<file path="src/rtl/apb_svt_bridge_pkg.sv">
// ----------------------------------------------------------------------------
// apb_svt_bridge_pkg
// Shared types for the registered APB decode bridge:
//   state_t - bridge FSM states (IDLE, SETUP, ACCESS, RESP)
//   idx_w() - width of the slave-index field for a given slave count
//   req_t   - captured upstream request (addr, wdata, strb, prot, write, idx)
// The request fields are sized for the widest legal APB configuration
// (32-bit address and data, 16 slaves). The bridge zero-extends into them
// and slices back out.
// ----------------------------------------------------------------------------
package apb_svt_bridge_pkg;

   typedef enum logic [1:0] {
      IDLE   = 2'd0,
      SETUP  = 2'd1,
      ACCESS = 2'd2,
      RESP   = 2'd3
   } state_t;

   localparam int REQ_ADDR_W = 32;
   localparam int REQ_DATA_W = 32;
   localparam int REQ_STRB_W = REQ_DATA_W / 8;
   localparam int REQ_IDX_W  = 4;

   // A single slave still gets a 1-bit index field so slicing stays legal.
   function automatic int idx_w(input int num_slaves);
      return (num_slaves <= 1) ? 1 : $clog2(num_slaves);
   endfunction

   typedef struct packed {
      logic [REQ_ADDR_W-1:0] addr;
      logic [REQ_DATA_W-1:0] wdata;
      logic [REQ_STRB_W-1:0] strb;
      logic [2:0]            prot;
      logic                  write;
      logic [REQ_IDX_W-1:0]  idx;
   } req_t;

endpackage

</file>
<file path="src/rtl/apb_svt_addr_decode.sv">
// ----------------------------------------------------------------------------
// apb_svt_addr_decode
// Combinational slave decode for the APB bridge.
// Ports:
//   paddr - address bits from SLV_ADDR_LSB upward (the bits below do not
//           take part in the decode)
//   idx   - slave-index field, paddr[SLV_ADDR_LSB +: IDXW]
//   hit   - index is in range and every address bit above the field is 0
// ----------------------------------------------------------------------------
module apb_svt_addr_decode
   import apb_svt_bridge_pkg::*;
#(
   parameter int  NUM_SLAVES   = 4,
   parameter int  ADDR_WIDTH   = 32,
   parameter int  SLV_ADDR_LSB = 12,
   localparam int IDXW         = idx_w(NUM_SLAVES)
) (
   input  logic [ADDR_WIDTH-1:SLV_ADDR_LSB] paddr,
   output logic [IDXW-1:0]                  idx,
   output logic                             hit
);

   localparam int UPPER_LSB = SLV_ADDR_LSB + IDXW;

   logic in_range;
   logic upper_zero;

   assign idx = paddr[SLV_ADDR_LSB +: IDXW];

   // With a power-of-two slave count every index value is populated, so
   // the range compare is dropped rather than left as a constant compare.
   generate
      if (NUM_SLAVES == (1 << IDXW)) begin : g_full_range
         assign in_range = 1'b1;
      end else begin : g_part_range
         assign in_range = (idx < IDXW'(NUM_SLAVES));
      end

      if (UPPER_LSB < ADDR_WIDTH) begin : g_upper
         assign upper_zero = (paddr[ADDR_WIDTH-1:UPPER_LSB] == '0);
      end else begin : g_no_upper
         assign upper_zero = 1'b1;
      end
   endgenerate

   assign hit = in_range & upper_zero;

endmodule

</file>
<file path="src/rtl/apb_svt_decode_bridge.sv">
// ----------------------------------------------------------------------------
// apb_svt_decode_bridge
// Registered APB bridge: one upstream master port, NUM_SLAVES downstream
// slave ports. Every request is captured in IDLE, replayed downstream as a
// SETUP/ACCESS pair, and the response is returned upstream for exactly one
// cycle in RESP. Addresses that miss the decode skip the downstream side
// and complete with SLVERR one cycle after setup.
//
// Optional feature (compile-time macro SVT_APB_BRIDGE_TIMEOUT_EN):
//   ACCESS is abandoned with SLVERR after TIMEOUT_CYCLES cycles without
//   pready from the selected slave. Without the macro ACCESS waits forever.
//
// Ports:
//   pclk, preset                 clock, async active-high reset
//   psel_m/penable_m/pwrite_m,
//   paddr_m/pwdata_m/pstrb_m/
//   pprot_m                      upstream request
//   prdata_m/pready_m/pslverr_m  upstream response
//   psel_s (one-hot)/penable_s/
//   pwrite_s/paddr_s/pwdata_s/
//   pstrb_s/pprot_s              downstream request
//   prdata_s (sliced per slave)/
//   pready_s/pslverr_s           downstream responses
// ----------------------------------------------------------------------------
module apb_svt_decode_bridge
   import apb_svt_bridge_pkg::*;
#(
   parameter int NUM_SLAVES     = 4,
   parameter int ADDR_WIDTH     = 32,
   parameter int DATA_WIDTH     = 32,
   parameter int SLV_ADDR_LSB   = 12,
   parameter int TIMEOUT_CYCLES = 16
) (
   input  logic                             pclk,
   input  logic                             preset,
   // upstream
   input  logic                             psel_m,
   input  logic                             penable_m,
   input  logic                             pwrite_m,
   input  logic [ADDR_WIDTH-1:0]            paddr_m,
   input  logic [DATA_WIDTH-1:0]            pwdata_m,
   input  logic [DATA_WIDTH/8-1:0]          pstrb_m,
   input  logic [2:0]                       pprot_m,
   output logic [DATA_WIDTH-1:0]            prdata_m,
   output logic                             pready_m,
   output logic                             pslverr_m,
   // downstream
   output logic [NUM_SLAVES-1:0]            psel_s,
   output logic                             penable_s,
   output logic                             pwrite_s,
   output logic [ADDR_WIDTH-1:0]            paddr_s,
   output logic [DATA_WIDTH-1:0]            pwdata_s,
   output logic [DATA_WIDTH/8-1:0]          pstrb_s,
   output logic [2:0]                       pprot_s,
   input  logic [NUM_SLAVES*DATA_WIDTH-1:0] prdata_s,
   input  logic [NUM_SLAVES-1:0]            pready_s,
   input  logic [NUM_SLAVES-1:0]            pslverr_s
);

   localparam int IDXW   = idx_w(NUM_SLAVES);
   localparam int STRB_W = DATA_WIDTH / 8;

   // Reject configurations the request struct or decode cannot represent.
   generate
      if (ADDR_WIDTH > REQ_ADDR_W || DATA_WIDTH > REQ_DATA_W ||
          (DATA_WIDTH != 8 && DATA_WIDTH != 16 && DATA_WIDTH != 32) ||
          NUM_SLAVES < 1 || NUM_SLAVES > 16 || TIMEOUT_CYCLES < 1 ||
          SLV_ADDR_LSB + IDXW > ADDR_WIDTH) begin : g_bad_cfg
         $error("apb_svt_decode_bridge: unsupported parameter set");
      end
   endgenerate

   state_t                state;
   state_t                state_nxt;
   req_t                  req;
   logic [DATA_WIDTH-1:0] rsp_data;
   logic                  rsp_err;

   logic [IDXW-1:0]       dec_idx;
   logic                  dec_hit;
   logic                  setup_req;
   logic                  sel_rdy;
   logic                  sel_err;
   logic [DATA_WIDTH-1:0] sel_rdata;
   logic                  timed_out;

   // Only a true setup phase starts a transfer; a held access phase seen
   // in IDLE (e.g. right after RESP) is not a new request.
   assign setup_req = psel_m & ~penable_m;

   apb_svt_addr_decode #(
      .NUM_SLAVES   (NUM_SLAVES),
      .ADDR_WIDTH   (ADDR_WIDTH),
      .SLV_ADDR_LSB (SLV_ADDR_LSB)
   ) u_decode (
      .paddr (paddr_m[ADDR_WIDTH-1:SLV_ADDR_LSB]),
      .idx   (dec_idx),
      .hit   (dec_hit)
   );

   // Response of the slave named by the captured index; every other
   // slave's pready/pslverr/prdata is ignored.
   always_comb begin : p_sel_mux
      sel_rdy   = 1'b0;
      sel_err   = 1'b0;
      sel_rdata = '0;
      for (int i = 0; i < NUM_SLAVES; i++) begin
         if (req.idx == REQ_IDX_W'(i)) begin
            sel_rdy   = pready_s[i];
            sel_err   = pslverr_s[i];
            sel_rdata = prdata_s[i*DATA_WIDTH +: DATA_WIDTH];
         end
      end
   end

`ifdef SVT_APB_BRIDGE_TIMEOUT_EN
   localparam int CNT_W = $clog2(TIMEOUT_CYCLES + 1);

   logic [CNT_W-1:0] acc_cnt;

   // Counts ACCESS cycles already spent; SETUP restarts it for each transfer.
   always_ff @(posedge pclk or posedge preset) begin : p_acc_cnt
      if (preset) begin
         acc_cnt <= '0;
      end else if (state == SETUP) begin
         acc_cnt <= '0;
      end else if (state == ACCESS) begin
         acc_cnt <= acc_cnt + 1'b1;
      end
   end

   // Fires in the TIMEOUT_CYCLES-th ACCESS cycle if the slave is still busy.
   assign timed_out = (state == ACCESS) && !sel_rdy &&
                      (acc_cnt == CNT_W'(TIMEOUT_CYCLES - 1));
`else
   assign timed_out = 1'b0;
`endif

   // FSM state register
   always_ff @(posedge pclk or posedge preset) begin : p_state
      if (preset) begin
         state <= IDLE;
      end else begin
         state <= state_nxt;
      end
   end

   // FSM next state; psel_m is not looked at outside IDLE, so a master that
   // drops it mid-transfer still sees the downstream transfer run to RESP.
   always_comb begin : p_next
      state_nxt = state;
      case (state)
         IDLE: begin
            if (setup_req) begin
               state_nxt = dec_hit ? SETUP : RESP;
            end
         end
         SETUP:  state_nxt = ACCESS;
         ACCESS: begin
            if (sel_rdy || timed_out) begin
               state_nxt = RESP;
            end
         end
         RESP:    state_nxt = IDLE;
         default: state_nxt = IDLE;
      endcase
   end

   // Request/response capture
   always_ff @(posedge pclk or posedge preset) begin : p_data
      if (preset) begin
         req      <= '0;
         rsp_data <= '0;
         rsp_err  <= 1'b0;
      end else begin
         case (state)
            IDLE: begin
               if (setup_req) begin
                  req.addr  <= REQ_ADDR_W'(paddr_m);
                  req.wdata <= REQ_DATA_W'(pwdata_m);
                  req.strb  <= REQ_STRB_W'(pstrb_m);
                  req.prot  <= pprot_m;
                  req.write <= pwrite_m;
                  req.idx   <= REQ_IDX_W'(dec_idx);
                  // A miss goes straight to RESP with these values.
                  rsp_data  <= '0;
                  rsp_err   <= ~dec_hit;
               end
            end
            ACCESS: begin
               if (sel_rdy) begin
                  rsp_data <= req.write ? '0 : sel_rdata;
                  rsp_err  <= sel_err;
               end else if (timed_out) begin
                  rsp_data <= '0;
                  rsp_err  <= 1'b1;
               end
            end
            default: ;
         endcase
      end
   end

   // FSM outputs; depend only on flops, never on upstream inputs.
   always_comb begin : p_out
      psel_s    = '0;
      penable_s = 1'b0;
      pready_m  = 1'b0;
      pslverr_m = 1'b0;
      prdata_m  = '0;
      case (state)
         SETUP, ACCESS: begin
            for (int i = 0; i < NUM_SLAVES; i++) begin
               psel_s[i] = (req.idx == REQ_IDX_W'(i));
            end
            penable_s = (state == ACCESS);
         end
         RESP: begin
            pready_m  = 1'b1;
            pslverr_m = rsp_err;
            prdata_m  = rsp_data;
         end
         default: ;
      endcase
   end

   // Request fields are held from capture until the next accepted setup.
   assign pwrite_s = req.write;
   assign paddr_s  = req.addr[ADDR_WIDTH-1:0];
   assign pwdata_s = req.wdata[DATA_WIDTH-1:0];
   assign pstrb_s  = req.strb[STRB_W-1:0];
   assign pprot_s  = req.prot;

endmodule

</file>
<file path="config.mk">
export PLATFORM = sky130hd
export DESIGN_NAME = apb_svt_decode_bridge
export DESIGN_NICKNAME = d
export VERILOG_FILES = /design/src/rtl/apb_svt_bridge_pkg.sv /design/src/rtl/apb_svt_addr_decode.sv /design/src/rtl/apb_svt_decode_bridge.sv
export SDC_FILE = /design/constraint.sdc
export NUM_CORES = 1
export LEC_CHECK = 0
export CAP_MARGIN = 30
export CORE_MARGIN = 3
export CORE_UTILIZATION = 40
export CTS_BUF_LIST = sky130_fd_sc_hd__clkbuf_4 sky130_fd_sc_hd__clkbuf_8
export DETAILED_ROUTE_END_ITERATION = 12
export PLACE_DENSITY_LB_ADDON = 0.25
export SYNTH_ARGS = -nofsm -noshare
export SYNTH_HDL_FRONTEND = slang
export SYNTH_HIERARCHICAL = 1
export SYNTH_SLANG_ARGS = --single-unit
</file>
<file path="constraint.sdc">
create_clock -name pclk -period 4.9 [get_ports pclk]
set_input_delay 0.735 -clock pclk [delete_from_list [all_inputs] [get_ports pclk]]
set_output_delay 0.735 -clock pclk [all_outputs]
set_load 0.02 [all_outputs]
</file>
==> impl_results.md <==
* Status: finished clean
* Commonest non-fill, non-tap cells in the layout: 322 x sky130_fd_sc_hd__clkdlybuf4s50_1, 108 x sky130_fd_sc_hd__dfrtp_1, 77 x sky130_fd_sc_hd__mux2_2, 34 x sky130_fd_sc_hd__mux4_2, 33 x sky130_fd_sc_hd__and2_1
* Reg-to-reg setup timing slack at 2530 ps
* Total standard cell area after synthesis at 6110 µm²
* Total track usage at 19.4%
* Layout overhead on the synthesized area at 50.7%
* Clock root buffer: sky130_fd_sc_hd__clkbuf_8
* Startpoint class of the critical path: flip-flop
* Post-route setup TNS at 0 ps
* DRC violation count after routing at 0
* Count of synthesis-stage warnings from yosys at 6
* Number of buffers added on ports at 322
* RePlAce Congestion at 0.785
* Distinct cells, synth at 30
* Final max-slew violation count at 0
* Max transition margin at 32.2%
* Core occupancy in the finished layout at 62.4%
* Final Net Count at 903
* Avg Cell Area, Syn at 13.7 µm²
* Clock latency at the later pin of the worst-skew pair at 370 ps
* Post-synthesis instance total at 446
* Vias in the first global route at 4808
* Worst IR Drop VDD at 0.221 mV
* Share of final-layout standard cells stronger than drive strength 1 at 24.3%
* Global-route wire length before repair at 25000 µm
* Static Leak at 3.77 nW
* Setup Fix Bufs, Post-CTS at 0
* Power Density at 541 nW/µm²
* Filler Cell Count at 1112
* Count of instances resized after the clock tree is built at 0
* Clock Skew at 8.32 ps
* Fin crit period at 3210 ps
* Initial core utilization at 41.4%
* Max Cap Violations at 0
* # hold bufs at CTS at 0
* H-tree depth at 3
* WP data required at 4160 ps
* Critical path class: reg2out
* RSZ-0062 raised after global routing: no
* Drt total wl at 16600 µm
* CTS buffer count at 9
* Pre-antenna DRT Iters at 4
* Measured slew at the worst slew-check pin at 1020 ps
* Most common cell after layout, fill and taps aside: sky130_fd_sc_hd__clkdlybuf4s50_1
* Slowest library cell on the worst path: sky130_fd_sc_hd__ha_1
* Syn nets at 662
* DIE AREA at 16800 µm²
* Total via count in the routed design at 4285
* Critical path data arrival time at 2480 ps
* Post-detail-place hpwl at 13300 µm
* Count of routing violations after the opening detailed-route iteration at 168
* Flops & latches, synth at 109
* Final period util at 65.6%
* Final setup fails at 0
* Area of the core at 14800 µm²
* CTS tree: done
* Buffers from clock root to sink, at most at 2
* Ports at 323
* Clock transition at the registers of the reported paths at 100 ps
* Die extent in y at 130 µm
* ANT cells at 0
* Placement Rows at 44
* Sequential element share of the synthesized area at 44.6%
* Remaining Overflow, GRT at 0
* Maximum clock frequency at 0.311 GHz
* Crit end category: output port
* Detail-routed via count per cell at 4.89
* Routed length per instance at 18.9 µm
* Maximum fanout along the worst path at 34
* Number of antenna violations at the first check in global routing at 0
* Cell Chain, Critical Path: ha_1, and2_1, clkdlybuf4s50_1
* Worst min-delay path category: reg2reg
* Number of nets still failing antenna checks after routing at 0
* Largest stage delay on the critical path at 840 ps
* Final hold vios at 0
* Die W at 130 µm
* Number of clock sinks at 109
* Maximum number of pins on one net before global-route repair at 73
-- worst max-delay path: cells and delay by family, from the launching register on --
family	cells	cell delay, ps
simple gates	1	250
buf+inv	1	630
flops	1	390
fa+ha+maj	1	840
-- registers in the layout (all words and copies together) (netlist names) --
signal	count
paddr_s	32
pwdata_s	32
rsp_data	32
pstrb_s	4
pprot_s	3
req	2
state	2
pwrite_s	1
rsp_err	1
-- synthesized netlist by cell type, drive strengths merged --
cell type  instances  share of area, %
a211oi             1              0.12
a2bb2oi            2              0.39
and2              33               3.4
and3               1              0.10
and3b              1              0.14
buf               81                10
clkbuf            18               1.1
dfrtp            109                45
ha                 4              0.82
inv                4              0.25
mux2             106                21
mux4              34                13
nand2              2              0.12
nand2b             2              0.20
nand3              2              0.16
nand3b             1              0.12
nor2               3              0.18
nor2b             32               3.3
nor3b              1              0.12
nor4               4              0.51
o211ai             1              0.12
o21a               1              0.12
o21ai              2              0.16
or4                1              0.12
-- per-layer routing --
metal | wire length, µm | share of wire, % | global-route usage [%] | up-vias
met5 | 0 | 0 | 0 | -
met2 | 8620 | 52 | 35.3 | 211
li1 | - | - | - | 1970
met1 | 5980 | 36 | 21.1 | 2091
met4 | 172 | 1.0 | 4.58 | 0
met3 | 1790 | 11 | 8.00 | 13
-- per-stage QoR --
step                power (mW)  setup slack [ps]  hold WS, ps  cell area (µm²)  instances
floorplan                 3.64              1290          472             6110        446
global placement          4.29              1800          485             8930        858
detailed placement        4.40              2050          486             8960        860
CTS                       5.06              1620          517             9210        876
global route              5.27              1450          524             9210        876
finish                    4.98              1690          513             9210        876
-- power by group --
| part | leakage, nW | total (mW) | switching, mW | internal, mW |
|---|---|---|---|---|
| sequential | 1.36 | 1.48 | 0.209 | 1.27 |
| clock | 0.120 | 0.655 | 0.313 | 0.342 |
| combinational | 2.30 | 2.85 | 1.25 | 1.60 |
| total | 3.77 | 4.98 | 1.77 | 3.21 |
-- kinds of logic (layout without fill, tap and decap cells) --
family | Yosys count | after routing | share of synthesized area [%]
buffers and inverters | 103 | 349 | 11.3
flip-flops | 109 | 109 | 44.6
adder cells (fa/ha/maj) | 4 | 4 | 0.819
multiplexers | 140 | 140 | 33.9
AND/OR/NAND/NOR | 83 | 83 | 8.46
AO/OA/AOI/OAI | 7 | 7 | 0.922
-- layout make-up --
cell class | count | area [µm²] | share of cell area [%]
Timing Repair Buffer | 329 | 3300 | 35.8
Tap cell | 184 | 230 | 2.50
Clock inverter | 7 | 120 | 1.30
Inverter | 4 | 17.5 | 0.190
Multi-Input combinational cell | 234 | 2690 | 29.2
Sequential cell | 109 | 2730 | 29.6
Clock buffer | 9 | 124 | 1.35
-- path summary, 6_finish.rpt --
| kind | from | endpoint | cells after the start |
|---|---|---|---|
| worst max-delay path | state[0] | prdata_m[31] | 3 |
| worst min-delay path | pwdata_s[25] | pwdata_s[25] | 1 |
| worst max register to register | req[1] | rsp_data[31] | 6 |
| worst min register to register | pwdata_s[25] | pwdata_s[25] | 1 |
| max in group asynchronous | preset | paddr_s[3] | 3 |
| min in group asynchronous | preset | pwdata_s[23] | 2 |
Note: power is estimated with default switching activity, not from simulation.
